## config.mk

```make
export PLATFORM = sky130hd
export DESIGN_NAME = sp_receiver
export DESIGN_NICKNAME = d
export VERILOG_FILES = /design/src/rtl/sp_pkg.sv /design/src/rtl/sp_receiver.sv
export SDC_FILE = /design/constraint.sdc
export NUM_CORES = 1
export LEC_CHECK = 0
export BUFFER_PORTS_ARGS = -buffer_cell sky130_fd_sc_hd__buf_2
export CORE_ASPECT_RATIO = 0.75
export CORE_MARGIN = 8
export CORE_UTILIZATION = 47
export DETAILED_ROUTE_END_ITERATION = 16
export PLACE_DENSITY = 0.66
export SLEW_MARGIN = 30
export SYNTH_ARGS = -nofsm -noshare
export SYNTH_HDL_FRONTEND = slang
export SYNTH_SLANG_ARGS = --single-unit
```

## constraint.sdc

```tcl
create_clock -name clk_SP -period 2.29 [get_ports clk_SP]
set_input_delay 0.3435 -clock clk_SP [delete_from_list [all_inputs] [get_ports clk_SP]]
set_output_delay 0.3435 -clock clk_SP [all_outputs]
set_load 0.05 [all_outputs]
```

## src/rtl/sp_pkg.sv

```systemverilog
// Shared definitions for the PS/SP serial link.
// Holds the comma byte used by both transmitter and receiver, the receiver
// state encoding, and the default number of aligned commas needed to lock.
package sp_pkg;

  localparam logic [7:0] COMMA_BYTE      = 8'hBC;
  localparam int         DEF_SYNC_COMMAS = 4;

  typedef enum logic [1:0] {
    SEARCH = 2'd0,
    SYNC   = 2'd1,
    ACTIVE = 2'd2
  } sp_state_t;

endpackage

```

## src/rtl/sp_receiver.sv

```systemverilog
// Serial-to-parallel receiver for the PS/SP link.
// Finds byte alignment from comma bytes, then emits one data byte per
// 8 clocks with a single-cycle valid pulse. Commas are never emitted.
//
// Ports:
//   clk_SP        in   receiver bit clock, rising edge
//   reset_L       in   asynchronous active-low reset
//   data_in_SP    in   serial data, MSB first
//   data_out_SP   out  [7:0] last received non-comma byte (held)
//   valid_out_SP  out  one-cycle pulse when data_out_SP updates
//   active_SP     out  high while aligned and locked
//
// state  | meaning
// SEARCH | sliding compare of sr against the comma every cycle
// SYNC   | aligned to a candidate comma, counting commas at byte boundaries
// ACTIVE | locked; non-comma bytes at boundaries are output (exit by reset)
module sp_receiver
  import sp_pkg::*;
#(
  parameter int SYNC_COMMAS = DEF_SYNC_COMMAS
) (
  input  logic       clk_SP,
  input  logic       reset_L,
  input  logic       data_in_SP,
  output logic [7:0] data_out_SP,
  output logic       valid_out_SP,
  output logic       active_SP
);

  localparam logic [3:0] SYNC_N = 4'(SYNC_COMMAS);

  sp_state_t  state, state_nxt;
  logic [7:0] sr;
  logic [2:0] bit_cnt, bit_cnt_nxt;
  logic [3:0] comma_cnt, comma_cnt_nxt;
  logic [3:0] comma_inc;
  logic       valid_nxt;
  logic       load_data;
  logic       is_comma;
  logic       boundary;

  assign is_comma  = (sr == COMMA_BYTE);
  assign boundary  = (state != SEARCH) && (bit_cnt == 3'd0);
  assign comma_inc = comma_cnt + 4'd1;
  assign active_SP = (state == ACTIVE);

  always_ff @(posedge clk_SP or negedge reset_L) begin
    if (!reset_L) state <= SEARCH;
    else          state <= state_nxt;
  end

  always_comb begin
    state_nxt     = state;
    bit_cnt_nxt   = bit_cnt;
    comma_cnt_nxt = comma_cnt;
    valid_nxt     = 1'b0;
    load_data     = 1'b0;
    case (state)
      SEARCH: begin
        if (is_comma) begin
          // The detecting cycle counts as bit 0 of the next byte, hence 1.
          bit_cnt_nxt   = 3'd1;
          comma_cnt_nxt = 4'd1;
          state_nxt     = (SYNC_COMMAS == 1) ? ACTIVE : SYNC;
        end
      end
      SYNC: begin
        bit_cnt_nxt = bit_cnt + 3'd1;
        if (boundary) begin
          if (is_comma) begin
            comma_cnt_nxt = comma_inc;
            if (comma_inc == SYNC_N) state_nxt = ACTIVE;
          end else begin
            // sr keeps shifting, so SEARCH resumes next cycle without losing bits.
            comma_cnt_nxt = 4'd0;
            state_nxt     = SEARCH;
          end
        end
      end
      ACTIVE: begin
        bit_cnt_nxt = bit_cnt + 3'd1;
        if (boundary && !is_comma) begin
          load_data = 1'b1;
          valid_nxt = 1'b1;
        end
      end
      default: state_nxt = SEARCH;
    endcase
  end

  always_ff @(posedge clk_SP or negedge reset_L) begin
    if (!reset_L) begin
      sr           <= 8'h00;
      bit_cnt      <= 3'd0;
      comma_cnt    <= 4'd0;
      data_out_SP  <= 8'h00;
      valid_out_SP <= 1'b0;
    end else begin
      sr           <= {sr[6:0], data_in_SP};
      bit_cnt      <= bit_cnt_nxt;
      comma_cnt    <= comma_cnt_nxt;
      valid_out_SP <= valid_nxt;
      if (load_data) data_out_SP <= sr;
    end
  end

endmodule

```

* Word-level counts from Yosys, hierarchy flattened *
Index checks and enable logic that the tools add are counted.

word-level totals
  bits of input ports = 3
  memories = 0
  bits in read-only memories = 0
  word-level logic and storage cells = 41
  bits in registers = 26
  latch bits = 0
  RAM bits = 0

cells by class
  add/subtract/negate cells = 2
  $lt $le $gt $ge = 0
  bitwise operators = 1
  div/mod/pow operators = 0
  eq/ne operators = 7
  $mul = 0
  reductions and logical operators = 12
  shifts and indexed selects = 0
  muxes and demuxes = 13

operators by type and width
  operator                                                         number
  4-bit two-way mux                                                3
  8-bit == test, second input constant                             1
  2-bit two-way mux                                                4
  4-bit one-hot mux with 2 select lines                            1
  2-bit one-hot mux with 3 select lines                            1
  3-bit one-hot mux with 2 select lines                            1
  2-bit nonzero test                                               3
  4-bit by 1-bit adder with 4-bit output, second input constant    1
  4-bit by 3-bit == test with 1-bit output, second input constant  1
  2-bit inequality test, second input constant                     2
  4-bit AND reduction                                              1
  3-bit by 1-bit adder with 3-bit output, second input constant    1
  3-bit logical NOT                                                1
  3-bit two-way mux                                                1
  3-bit inequality test, second input constant                     1
  3-bit AND reduction                                              1
  2-bit by 1-bit == test with 1-bit output, second input constant  1
  2-bit == test, second input constant                             1
  1-bit logical AND                                                2
  2-bit logical NOT                                                1
  1-bit two-way mux                                                2
  2-bit AND reduction                                              1
  2-bit OR reduction                                               1
  1-bit logical NOT                                                1
  1-bit inverter                                                   1

* Logic depth before layout (Yosys ltp) *
Gate-level depths: netlist of the first run.

  depth in word-level cells = 6
  mapped depth = 6
  gate-level depth less buffers = 6

* Least setup slack after synthesis of the first run *
OpenSTA, ideal clock, no wires.

  kind = flip-flop to flip-flop
  from = register state[0]
  to = register state[0]
  period minus slack after synthesis = 1.891 ns
  stages on the path, launching flop included = 7
  arrival = 1.766 ns
  slack = 0.399 ns
  data required time = 2.165 ns
  library setup time = 0.125 ns
  path through = dfrtp_1 inv_1 ha_1 or3b_2 a21oi_2 o211ai_2 mux2_4

on the way
  word-level cells in the longest chain between the ends = 4

RTL lines
  what                                    RTL line           source
  start, declared                         sp_receiver.sv:32  sp_state_t state, state_nxt;
  start signal, assigned                  sp_receiver.sv:49  else state <= state_nxt;
  2-bit nonzero test                      sp_receiver.sv:43  assign boundary = (state != SEARCH) && (bit_cnt == 3'd0);
  1-bit logical AND                       sp_receiver.sv:43
  2-bit inequality test (no source line)  --
  4-bit AND reduction (no source line)    --

Several ways; a longest one is shown, not always the timed one.
A chain may end at the register's enable or synchronous reset.

* Worst setup path after layout of the first run *
Ends and elaborated chain as after synthesis.

==> results of run 1 <==
==> power breakdown <==
part	leakage (nW)	switching, mW	internal [mW]
logic	0.340	0.189	0.160
registers	0.337	0.0392	0.499
clock network	0.0138	0.128	0.0616
==> critical path, stage by stage (launching register included) <==
cell and delay [ps]:
sky130_fd_sc_hd__dfrtp_1 420, sky130_fd_sc_hd__inv_1 100, sky130_fd_sc_hd__ha_1 260, sky130_fd_sc_hd__or3b_2 510, sky130_fd_sc_hd__a21oi_2 210, sky130_fd_sc_hd__o211ai_2 120, sky130_fd_sc_hd__mux2_4 300
==> cells in the final DEF (no fill, tap or decap), types with 2 or more instances in the layout <==
cell type	netlist	routed
sky130_fd_sc_hd__a21boi_0	2	2
sky130_fd_sc_hd__buf_2	0	12
sky130_fd_sc_hd__buf_4	0	2
sky130_fd_sc_hd__clkbuf_4	0	3
sky130_fd_sc_hd__dfrtp_1	26	26
sky130_fd_sc_hd__ha_1	9	9
sky130_fd_sc_hd__inv_1	6	6
sky130_fd_sc_hd__mux2_2	9	9
sky130_fd_sc_hd__nand2_1	5	5
sky130_fd_sc_hd__nand3_1	5	5
sky130_fd_sc_hd__nand3b_1	2	2
sky130_fd_sc_hd__nand4b_1	2	2
sky130_fd_sc_hd__nor2_1	3	3
sky130_fd_sc_hd__o21ai_0	4	4
sky130_fd_sc_hd__o31ai_1	3	3
==> per-layer routing <==
layer / vias to the layer above / GRT usage (%) / wire, microns
met3: 4 / 4.13 / 105
met4: 0 / 3.27 / 33
met1: 413 / 14.6 / 1120
met5: - / 0 / 0
li1: 404 / - / -
met2: 14 / 17.6 / 996
==> stage by stage <==
stage | instance area [sq um] | utilization, % | total power, mW | hold WS, ps
after floorplan | 1260 | - | 0.800 | 47.9
after global routing | 1400 | 54.2 | 1.15 | 31.6
final | 1400 | 54.2 | 1.08 | -3.03
after detailed placement | 1380 | 53.3 | 0.899 | 373
after global placement | 1380 | 53.3 | 0.877 | 368
after CTS | 1400 | 54.2 | 1.09 | 13.3
==> path summary, 6_finish.rpt <==
check	startpoint	slack (ps)	depth (start not counted)	endpoint
max	state[0]	270	6	state[0]
min	reset_L	-3	1	data_out_SP[1]
max reg2reg	state[0]	270	6	state[0]
min reg2reg	sr[3]	440	0	sr[4]
max in group asynchronous	reset_L	1920	1	state[0]
min in group clk_SP	data_in_SP	120	1	sr[0]
==> registers in the layout, summed over array words and instances (netlist names) <==
signal        cells
bit_cnt           3
comma_cnt         4
data_out_SP       8
sr                8
state             2
valid_out_SP      1
==> final cells by class <==
type / count / area, sq um / share of cell area (%)
Inverter: 6 / 22.5 / 1.61
Multi-Input combinational cell: 68 / 583 / 41.7
Clock buffer: 3 / 22.5 / 1.61
Tap cell: 36 / 45.0 / 3.22
Timing Repair Buffer: 14 / 75.1 / 5.37
Sequential cell: 26 / 651 / 46.5
==> cell families (layout without fill, tap and decap cells) <==
logic type	count (synthesis)	count (layout)
simple gates	29	29
flops	26	26
compound gates	18	18
mux	11	11
fa+ha+maj	9	9
buf+inv	7	23
xor+xnor	1	1
==> metrics.txt, run 1 <==
# TYPE chip_impl_metric gauge
chip_impl_info{name="result_of_the_run",value="finished, violations left"} 1
chip_impl_info{name="violations",value="negative hold slack"} 1
chip_impl_metric{name="place.port_buffers",unit=""} 12
chip_impl_metric{name="synth_sequential_area_ratio",unit="%"} 51.6
chip_impl_metric{name="crit_required",unit="ps"} 2500
chip_impl_metric{name="synth_simple_gate_area_share",unit="%"} 16.3
chip_impl_metric{name="pre_cts_slack",unit="ps"} 294
chip_impl_metric{name="synth_mux_area_share",unit="%"} 10.0
chip_impl_metric{name="grt_overflow",unit=""} 0
chip_impl_metric{name="post_cts.resized_instances",unit=""} 0
chip_impl_metric{name="design.core.area",unit="sq mm"} 0.00258
chip_impl_metric{name="cellPowerDensity",unit="mW/mm^2"} 770
chip_impl_info{name="postSynth.topFlopCell",value="sky130_fd_sc_hd__dfrtp_1"} 1
chip_impl_info{name="cts_root_buf",value="sky130_fd_sc_hd__clkbuf_4"} 1
chip_impl_metric{name="wire_length_of_the_first_global_routing_pass",unit="mm"} 4.00
chip_impl_metric{name="timing.fmax",unit="MHz"} 495
chip_impl_metric{name="area_fraction_in_compound_gates_after_synthesis",unit="%"} 10.3
chip_impl_metric{name="detailedRoute.firstPassIterationCount",unit=""} 4
chip_impl_metric{name="clk-insertion-delay-late",unit="ps"} 310
chip_impl_metric{name="setup_tns",unit="ps"} 0
chip_impl_metric{name="final_cells",unit=""} 153
chip_impl_info{name="synth.top_cells.by_area",value="sky130_fd_sc_hd__dfrtp_1 (52%), sky130_fd_sc_hd__ha_1 (8.9%), sky130_fd_sc_hd__mux2_2 (8.0%), sky130_fd_sc_hd__nand3_1 (2.0%), sky130_fd_sc_hd__nor4b_4 (1.9%)"} 1
chip_impl_metric{name="chipWidth",unit="microns"} 75.8
chip_impl_metric{name="cts_setup_buffers",unit=""} 0
chip_impl_metric{name="rows",unit=""} 16
chip_impl_metric{name="synth-async-reset-ratio",unit="%"} 100
chip_impl_metric{name="die_h",unit="microns"} 60.9
chip_impl_info{name="critPathKind",value="reg -> reg"} 1
chip_impl_metric{name="setup_violators_final",unit=""} 0
chip_impl_metric{name="final.hold.worst_slack",unit="ps"} -3.03
chip_impl_metric{name="syn_inst",unit=""} 101
chip_impl_metric{name="timing.final.crit_period",unit="ps"} 2020
chip_impl_metric{name="crit_path_max_fanout",unit=""} 5
chip_impl_metric{name="place_inst",unit=""} 150
chip_impl_metric{name="max-vdd-ir-drop",unit="V"} 0.000434
chip_impl_info{name="timing.hold.worst.class",value="in -> async"} 1
chip_impl_info{name="main_combinational_cell_family_by_area_after_synthesis",value="simple AND/OR/NAND/NOR gates"} 1
chip_impl_metric{name="synth-edff-count",unit=""} 0
chip_impl_metric{name="dieArea",unit="sq mm"} 0.00461
chip_impl_metric{name="syn_area",unit="sq mm"} 0.00126
chip_impl_metric{name="clock_h_tree_levels",unit=""} 1
chip_impl_info{name="cts_tree",value="done"} 1
chip_impl_metric{name="grt.total_usage",unit="%"} 11.4
chip_impl_metric{name="drive_above_1_share",unit="%"} 29.9
chip_impl_metric{name="ant_nets",unit=""} 0
chip_impl_metric{name="post-route-worst-setup-slack",unit="ps"} 271
chip_impl_metric{name="gp_congestion",unit=""} 0.810
chip_impl_metric{name="worst_slew_margin_rel",unit="%"} 62.3
chip_impl_metric{name="min_period_over_period",unit="%"} 88.2
chip_impl_info{name="synth_most_common_cell",value="sky130_fd_sc_hd__dfrtp_1"} 1
chip_impl_metric{name="finalClockSkew",unit="ps"} 5.51
chip_impl_info{name="synth.largest_area_cell",value="sky130_fd_sc_hd__dfrtp_1"} 1
chip_impl_metric{name="grt_antenna_before_repair",unit=""} 0
chip_impl_metric{name="place.detailed.hpwl",unit="mm"} 1.68
chip_impl_metric{name="cts_made_buffers",unit=""} 3
chip_impl_metric{name="layout.filler_cells",unit=""} 237
chip_impl_metric{name="cts_max_path_buffers",unit=""} 2
chip_impl_metric{name="vias",unit=""} 835
chip_impl_metric{name="yosys_warning_total",unit=""} 0
chip_impl_metric{name="cts_sinks",unit=""} 26
chip_impl_metric{name="via_per_inst",unit=""} 5.46
chip_impl_info{name="unrepaired_setup_endpoints_after_global_routing",value="no"} 1
chip_impl_metric{name="crit_path_dat",unit="ps"} 2230
chip_impl_info{name="synth_top_cells_by_count",value="sky130_fd_sc_hd__dfrtp_1 (26), sky130_fd_sc_hd__ha_1 (9), sky130_fd_sc_hd__mux2_2 (9)"} 1
chip_impl_metric{name="yosys.area_share.adder",unit="%"} 8.93
chip_impl_metric{name="maxCapViolations",unit=""} 0
chip_impl_metric{name="top_level_ports",unit=""} 13
chip_impl_metric{name="cts_hold_repair.buffers",unit=""} 0
chip_impl_metric{name="timing_worst_slew_pin_value",unit="ps"} 566
chip_impl_metric{name="drt_first_iter_violations",unit=""} 40
chip_impl_metric{name="initial_utilization",unit="%"} 48.8
chip_impl_metric{name="area_growth_syn_to_layout",unit="%"} 10.9
chip_impl_metric{name="wl_per_cell",unit="microns"} 14.8
chip_impl_metric{name="pin_count_of_the_biggest_net_entering_global_routing",unit=""} 27
chip_impl_metric{name="final_hold_viol_count",unit=""} 11
chip_impl_metric{name="synthDominantCellAreaShare",unit="%"} 51.6
chip_impl_metric{name="ys_seq_elements",unit=""} 26
chip_impl_metric{name="mappedNetlistNets",unit=""} 113
chip_impl_metric{name="grt_pass1_vias",unit=""} 852
chip_impl_metric{name="detail_route.wirelength",unit="mm"} 2.26
chip_impl_metric{name="clk_transition_reported_paths",unit="ps"} 130
chip_impl_metric{name="drc_errors",unit=""} 0
chip_impl_metric{name="antenna-diode-count",unit=""} 0
chip_impl_metric{name="finalNetCount",unit=""} 131
chip_impl_metric{name="netlist-cell-type-count",unit=""} 37
chip_impl_metric{name="syn_avg_cell_area",unit="sq um"} 12.5
chip_impl_metric{name="synth_xor_xnor_area_share",unit="%"} 0.694
chip_impl_info{name="critPathLaunchType",value="flip-flop"} 1
chip_impl_info{name="setup.worst_path.end_class",value="flip-flop"} 1
chip_impl_metric{name="slew_limit_fails",unit=""} 0
chip_impl_metric{name="power_leakage",unit="nW"} 0.691
Power figures use the tool's default switching activity.
==> run 2, diff against run 1 <==
--- a/config.mk
+++ b/config.mk
@@ -9,8 +9,11 @@
 export CORE_ASPECT_RATIO = 0.75
 export CORE_MARGIN = 8
 export CORE_UTILIZATION = 47
+export CTS_BUF_LIST = sky130_fd_sc_hd__clkbuf_4 sky130_fd_sc_hd__clkbuf_8
 export DETAILED_ROUTE_END_ITERATION = 16
+export HOLD_SLACK_MARGIN = 0.1
 export PLACE_DENSITY = 0.66
+export SKIP_LAST_GASP = 1
 export SLEW_MARGIN = 30
 export SYNTH_ARGS = -nofsm -noshare
 export SYNTH_HDL_FRONTEND = slang
==> run 2 against run 1 <==
The run now ends clean. Count of clock-buffer cells in the layout stayed put. Critical path depth stayed put. Global-route usage stayed put. Sequential power about the same. Hold slack gained 450 ps. Clock power about the same. Core utilization is 0.78 points higher. Critical path type unchanged. Sequential share of layout area decreased by 0.66 points. Combinational power is essentially flat. Non-clock buffer count up 2.
==> metrics.txt, run 2 (synthesis results as in run 1) <==
# TYPE chip_impl_metric gauge
chip_impl_metric{name="grt.total_usage",unit="%"} 11.4
chip_impl_metric{name="drt_first_iter_violations",unit=""} 35
chip_impl_metric{name="clock_h_tree_levels",unit=""} 1
chip_impl_metric{name="top_level_ports",unit=""} 13
chip_impl_metric{name="crit_path_dat",unit="ps"} 2230
chip_impl_metric{name="dieArea",unit="sq mm"} 0.00461
chip_impl_metric{name="final.hold.worst_slack",unit="ps"} 444
chip_impl_metric{name="timing.final.crit_period",unit="ps"} 2020
chip_impl_metric{name="detailedRoute.firstPassIterationCount",unit=""} 4
chip_impl_metric{name="timing_worst_slew_pin_value",unit="ps"} 580
chip_impl_metric{name="grt_pass1_vias",unit=""} 852
chip_impl_metric{name="rows",unit=""} 16
chip_impl_metric{name="detail_route.wirelength",unit="mm"} 2.29
chip_impl_metric{name="final_cells",unit=""} 155
chip_impl_metric{name="antenna-diode-count",unit=""} 0
chip_impl_info{name="unrepaired_setup_endpoints_after_global_routing",value="no"} 1
chip_impl_metric{name="cts_made_buffers",unit=""} 3
chip_impl_metric{name="die_h",unit="microns"} 60.9
chip_impl_metric{name="drive_above_1_share",unit="%"} 29.4
chip_impl_info{name="largestRegisters",value="data_out_SP x8, sr x8, comma_cnt x4"} 1
chip_impl_metric{name="maxCapViolations",unit=""} 0
chip_impl_metric{name="ant_nets",unit=""} 0
chip_impl_metric{name="final_hold_viol_count",unit=""} 0
chip_impl_info{name="result_of_the_run",value="finished clean"} 1
chip_impl_metric{name="min_period_over_period",unit="%"} 88.2
chip_impl_metric{name="gp_congestion",unit=""} 0.810
chip_impl_metric{name="grt_antenna_before_repair",unit=""} 0
chip_impl_metric{name="crit_path_max_fanout",unit=""} 5
chip_impl_metric{name="wire_length_of_the_first_global_routing_pass",unit="mm"} 4.00
chip_impl_metric{name="cts_max_path_buffers",unit=""} 2
chip_impl_metric{name="via_per_inst",unit=""} 5.37
chip_impl_info{name="timing.hold.worst.class",value="reg -> reg"} 1
chip_impl_info{name="cts_tree",value="done"} 1
chip_impl_metric{name="power_leakage",unit="nW"} 0.699
chip_impl_info{name="critPathKind",value="reg -> reg"} 1
chip_impl_metric{name="clk-insertion-delay-late",unit="ps"} 310
chip_impl_metric{name="chipWidth",unit="microns"} 75.8
chip_impl_info{name="cts_root_buf",value="sky130_fd_sc_hd__clkbuf_4"} 1
chip_impl_metric{name="finalClockSkew",unit="ps"} 3.62
chip_impl_metric{name="slew_limit_fails",unit=""} 0
chip_impl_metric{name="worst_slew_margin_rel",unit="%"} 61.3
chip_impl_metric{name="cts_sinks",unit=""} 26
chip_impl_metric{name="total_power",unit="mW"} 1.08
chip_impl_metric{name="post-route-worst-setup-slack",unit="ps"} 269
chip_impl_metric{name="timing.fmax",unit="MHz"} 495
chip_impl_metric{name="drc_errors",unit=""} 0
chip_impl_metric{name="initial_utilization",unit="%"} 48.8
chip_impl_metric{name="place_inst",unit=""} 150
chip_impl_metric{name="layout.cell_area.non_filler",unit="sq mm"} 0.00142
chip_impl_metric{name="cell_area_after_placement",unit="sq mm"} 0.00138
chip_impl_metric{name="setup_tns",unit="ps"} 0
chip_impl_metric{name="post_cts.resized_instances",unit=""} 0
chip_impl_metric{name="area_growth_syn_to_layout",unit="%"} 12.5
chip_impl_metric{name="place.port_buffers",unit=""} 12
chip_impl_metric{name="pin_count_of_the_biggest_net_entering_global_routing",unit=""} 27
chip_impl_metric{name="setup_violators_final",unit=""} 0
chip_impl_metric{name="finalNetCount",unit=""} 133
chip_impl_metric{name="grt_overflow",unit=""} 0
chip_impl_metric{name="place.detailed.hpwl",unit="mm"} 1.68
chip_impl_metric{name="wl_per_cell",unit="microns"} 14.8
chip_impl_info{name="layout.cells.most_common",value="sky130_fd_sc_hd__dfrtp_1"} 1
chip_impl_info{name="setup.worst_path.end_class",value="flip-flop"} 1
chip_impl_metric{name="design.core.area",unit="sq mm"} 0.00258
chip_impl_metric{name="clk_transition_reported_paths",unit="ps"} 130
chip_impl_info{name="layout.cells.most_common_list",value="sky130_fd_sc_hd__dfrtp_1 (26), sky130_fd_sc_hd__buf_2 (12), sky130_fd_sc_hd__mux2_2 (9), sky130_fd_sc_hd__ha_1 (9), sky130_fd_sc_hd__inv_1 (6)"} 1
chip_impl_metric{name="crit_required",unit="ps"} 2500
chip_impl_metric{name="utilization_of_the_core_after_routing",unit="%"} 54.9
chip_impl_info{name="critPathLaunchType",value="flip-flop"} 1
chip_impl_metric{name="cellPowerDensity",unit="mW/mm^2"} 761
chip_impl_metric{name="max-vdd-ir-drop",unit="V"} 0.000432
chip_impl_metric{name="vias",unit=""} 833
chip_impl_metric{name="pre_cts_slack",unit="ps"} 294
-- run 2: changes by cell type in the layout (fill, tap and decap cells not counted) --
cell                            before  now
sky130_fd_sc_hd__dlygate4sd3_1       0    2
-- run 2: worst paths after layout --
path | slack, ps | depth (start not counted) | endpoint | from
worst min register to register | 440 | 0 | sr[4] | sr[3]
worst max register to register | 270 | 6 | state[0] | state[0]
worst min-delay path | 440 | 0 | sr[4] | sr[3]
max in group asynchronous | 1370 | 2 | comma_cnt[3] | reset_L
min in group asynchronous | 540 | 2 | data_out_SP[1] | reset_L
worst max-delay path | 270 | 6 | state[0] | state[0]
-- run 2: where the power goes --
part | internal, mW | switching, mW | leakage, nW
clock network | 0.0616 | 0.127 | 0.0138
logic | 0.162 | 0.190 | 0.348
registers | 0.499 | 0.0399 | 0.337
-- run 2: repair_timing --
action                    CTS  global route
hold buffers                1             1
hold endpoints to repair   26             1
setup buffers               0             0
-- run 2: layer usage --
metal,vias up,track usage (%),wire [microns]
li1,408,-,-
met5,-,0,0
met2,14,17.6,1010
met1,407,14.6,1160
met3,4,4.13,92
met4,0,3.27,33
-- run 2: final cells by class --
class	instances	area, sq um
Fill cell	233	1160
Sequential cell	26	651
Multi-Input combinational cell	68	583
Timing Repair Buffer	16	95.1
Tap cell	36	45.0
Clock buffer	3	22.5
Inverter	6	22.5
-- run 2: critical path, stage by stage, from the launching register on --
cell	delay (ps)
sky130_fd_sc_hd__dfrtp_1	420
sky130_fd_sc_hd__inv_1	100
sky130_fd_sc_hd__ha_1	260
sky130_fd_sc_hd__or3b_2	510
sky130_fd_sc_hd__a21oi_2	210
sky130_fd_sc_hd__o211ai_2	120
sky130_fd_sc_hd__mux2_4	300
==> run 3, diff against run 2 <==
--- a/config.mk
+++ b/config.mk
@@ -13,6 +13,7 @@
 export DETAILED_ROUTE_END_ITERATION = 16
 export HOLD_SLACK_MARGIN = 0.1
 export PLACE_DENSITY = 0.66
+export SETUP_SLACK_MARGIN = 0.5
 export SKIP_LAST_GASP = 1
 export SLEW_MARGIN = 30
 export SYNTH_ARGS = -nofsm -noshare
==> run 3 against run 2 <==
Clock power is essentially flat. Sequential power shrank 0.9%. Power grew 6.5%. Critical path type unchanged. Critical endpoint unchanged.
==> metrics.txt, run 3 (synthesis results as in run 1) <==
# TYPE chip_impl_metric gauge
chip_impl_info{name="result_of_the_run",value="finished clean"} 1
chip_impl_metric{name="drive_above_1_share",unit="%"} 39.0
chip_impl_metric{name="timing.final.crit_period",unit="ps"} 1780
chip_impl_metric{name="vias",unit=""} 870
chip_impl_metric{name="setup_tns",unit="ps"} 0
chip_impl_metric{name="top_level_ports",unit=""} 13
chip_impl_info{name="unrepaired_setup_endpoints_after_global_routing",value="yes"} 1
chip_impl_metric{name="drc_errors",unit=""} 0
chip_impl_metric{name="worst_slew_margin_rel",unit="%"} 61.8
chip_impl_metric{name="detail_route.wirelength",unit="mm"} 2.41
chip_impl_metric{name="final_hold_viol_count",unit=""} 0
chip_impl_info{name="cts_tree",value="done"} 1
chip_impl_metric{name="clk_transition_reported_paths",unit="ps"} 140
chip_impl_info{name="cts_root_buf",value="sky130_fd_sc_hd__clkbuf_4"} 1
chip_impl_metric{name="crit_path_max_fanout",unit=""} 6
chip_impl_metric{name="cell_area_after_placement",unit="sq mm"} 0.00138
chip_impl_info{name="timing.hold.worst.class",value="in -> reg"} 1
chip_impl_metric{name="rows",unit=""} 16
chip_impl_metric{name="gp_congestion",unit=""} 0.890
chip_impl_info{name="critPathKind",value="reg -> reg"} 1
chip_impl_metric{name="clock_h_tree_levels",unit=""} 1
chip_impl_metric{name="crit_path_dat",unit="ps"} 2000
chip_impl_metric{name="cellPowerDensity",unit="mW/mm^2"} 771
chip_impl_metric{name="clock_power_share",unit="%"} 16.5
chip_impl_metric{name="design.core.area",unit="sq mm"} 0.00258
chip_impl_metric{name="power_leakage",unit="nW"} 0.722
chip_impl_metric{name="place.port_buffers",unit=""} 12
chip_impl_metric{name="power.share.combinational",unit="%"} 37.0
chip_impl_metric{name="min_period_over_period",unit="%"} 77.6
chip_impl_metric{name="timing_worst_slew_pin_value",unit="ps"} 573
chip_impl_metric{name="detailedRoute.firstPassIterationCount",unit=""} 6
chip_impl_metric{name="wire_length_of_the_first_global_routing_pass",unit="mm"} 4.11
chip_impl_info{name="setup.worst_path.end_class",value="flip-flop"} 1
chip_impl_metric{name="cts_max_path_buffers",unit=""} 2
chip_impl_metric{name="area_growth_syn_to_layout",unit="%"} 18.3
chip_impl_metric{name="initial_utilization",unit="%"} 48.8
chip_impl_metric{name="dieArea",unit="sq mm"} 0.00461
chip_impl_metric{name="place.detailed.hpwl",unit="mm"} 1.67
chip_impl_metric{name="slew_limit_fails",unit=""} 0
chip_impl_metric{name="timing.fmax",unit="MHz"} 562
chip_impl_metric{name="wl_met1",unit="mm"} 1.13
chip_impl_metric{name="setup_violators_final",unit=""} 0
chip_impl_metric{name="seq_power_share",unit="%"} 46.5
chip_impl_metric{name="wl_per_cell",unit="microns"} 15.2
chip_impl_metric{name="maxCapViolations",unit=""} 0
chip_impl_metric{name="pin_count_of_the_biggest_net_entering_global_routing",unit=""} 27
chip_impl_metric{name="die_h",unit="microns"} 60.9
chip_impl_metric{name="max-vdd-ir-drop",unit="V"} 0.000437
chip_impl_info{name="critPathLaunchType",value="flip-flop"} 1
chip_impl_metric{name="finalClockSkew",unit="ps"} 13.1
chip_impl_info{name="route.top_layer_used",value="met4"} 1
chip_impl_metric{name="cts_sinks",unit=""} 26
chip_impl_metric{name="clk-insertion-delay-late",unit="ps"} 320
chip_impl_info{name="layout.cells.most_common_list",value="sky130_fd_sc_hd__dfrtp_1 (24), sky130_fd_sc_hd__buf_2 (11), sky130_fd_sc_hd__mux2_2 (9)"} 1
chip_impl_info{name="largestRegisters",value="data_out_SP x8, sr x8, comma_cnt x4"} 1
chip_impl_metric{name="grt.total_usage",unit="%"} 11.7
chip_impl_metric{name="cts_made_buffers",unit=""} 3
chip_impl_metric{name="netSwitchingPower",unit="mW"} 0.377
chip_impl_metric{name="drt_first_iter_violations",unit=""} 129
chip_impl_metric{name="switching_fraction_of_total_power",unit="%"} 32.8
chip_impl_info{name="layout.cells.most_common",value="sky130_fd_sc_hd__dfrtp_1"} 1
chip_impl_metric{name="finalNetCount",unit=""} 137
chip_impl_metric{name="crit_required",unit="ps"} 2520
chip_impl_metric{name="power.internal",unit="mW"} 0.772
chip_impl_metric{name="grt_overflow",unit=""} 0
chip_impl_metric{name="ant_nets",unit=""} 0
chip_impl_metric{name="grt_pass1_vias",unit=""} 885
chip_impl_metric{name="via_per_inst",unit=""} 5.47
chip_impl_metric{name="chipWidth",unit="microns"} 75.8
chip_impl_metric{name="antenna-diode-count",unit=""} 0
chip_impl_metric{name="met2_wirelength",unit="mm"} 1.14
chip_impl_metric{name="routed-wl-met3",unit="microns"} 113
chip_impl_metric{name="layout.cell_area.non_filler",unit="sq mm"} 0.00149
chip_impl_metric{name="grt_antenna_before_repair",unit=""} 0
==> run 3: changes by cell type in the layout (fill, tap and decap cells not counted), sizes merged <==
cell         change
clkbuf           +1
buf              +4
dlygate4sd3      -1
==> run 3: path summary, 6_finish.rpt <==
path                              startpoint       end  slack (ps)  depth (start not counted)
worst max register to register  comma_cnt[0]  state[0]         510                          5
worst max-delay path            comma_cnt[0]  state[0]         510                          5
worst min register to register         sr[2]     sr[3]         420                          0
worst min-delay path              data_in_SP     sr[0]         130                          1
min in group asynchronous            reset_L  state[0]         530                          2
max in group asynchronous            reset_L     sr[6]        1340                          2
==> run 3: stage by stage <==
step	hold WS [ps]	utilization (%)	setup WS, ps	cells	total power [mW]
final	132	57.8	512	159	1.15
after global routing	113	57.8	444	159	1.24
after CTS	117	56.0	514	157	1.12
after detailed placement	381	53.5	422	150	0.904
after global placement	366	53.5	430	150	0.895
after floorplan	47.9	-	518	101	0.810
==> run 3: layout make-up <==
cell class / count / area [sq um]
fillers: 199 / 1090
flip-flops and latches: 26 / 653
multi-input cells: 68 / 623
repair buffers: 20 / 125
well taps: 36 / 45.0
clock buffers: 3 / 22.5
inverters: 6 / 22.5
==> run 3: metal layers <==
layer,vias to the layer above,track usage [%]
met1,430,14.8
met4,0,2.45
li1,417,-
met3,6,3.96
met2,17,18.9
met5,-,0
==> run 3: power groups by stage <==
stage | combinational [mW] | sequential (mW) | clock, mW
floorplan | 0.272 | 0.538 | 0
global placement | 0.350 | 0.545 | 0
detailed placement | 0.357 | 0.547 | 0
CTS | 0.393 | 0.532 | 0.198
global route | 0.490 | 0.541 | 0.210
finish | 0.426 | 0.534 | 0.190
==> run 3: worst max-delay path, cell delays in order (launching register included) <==
cell                       delay, ps
sky130_fd_sc_hd__dfrtp_2         430
sky130_fd_sc_hd__ha_1            190
sky130_fd_sc_hd__or4bb_1         510
sky130_fd_sc_hd__o31ai_2         100
sky130_fd_sc_hd__o211ai_2        140
sky130_fd_sc_hd__mux2_4          300
==> run 3: what timing repair did <==
item | 4_1_cts | 5_1_grt
buffers inserted | 3 | 2
hold buffers | 1 | 0
resized for setup | 2 | 9
pin swaps | 0 | 3
endpoints found under the setup margin | 9 | 13
endpoints found under the hold margin | 26 | 0
gates cloned | 0 | 0
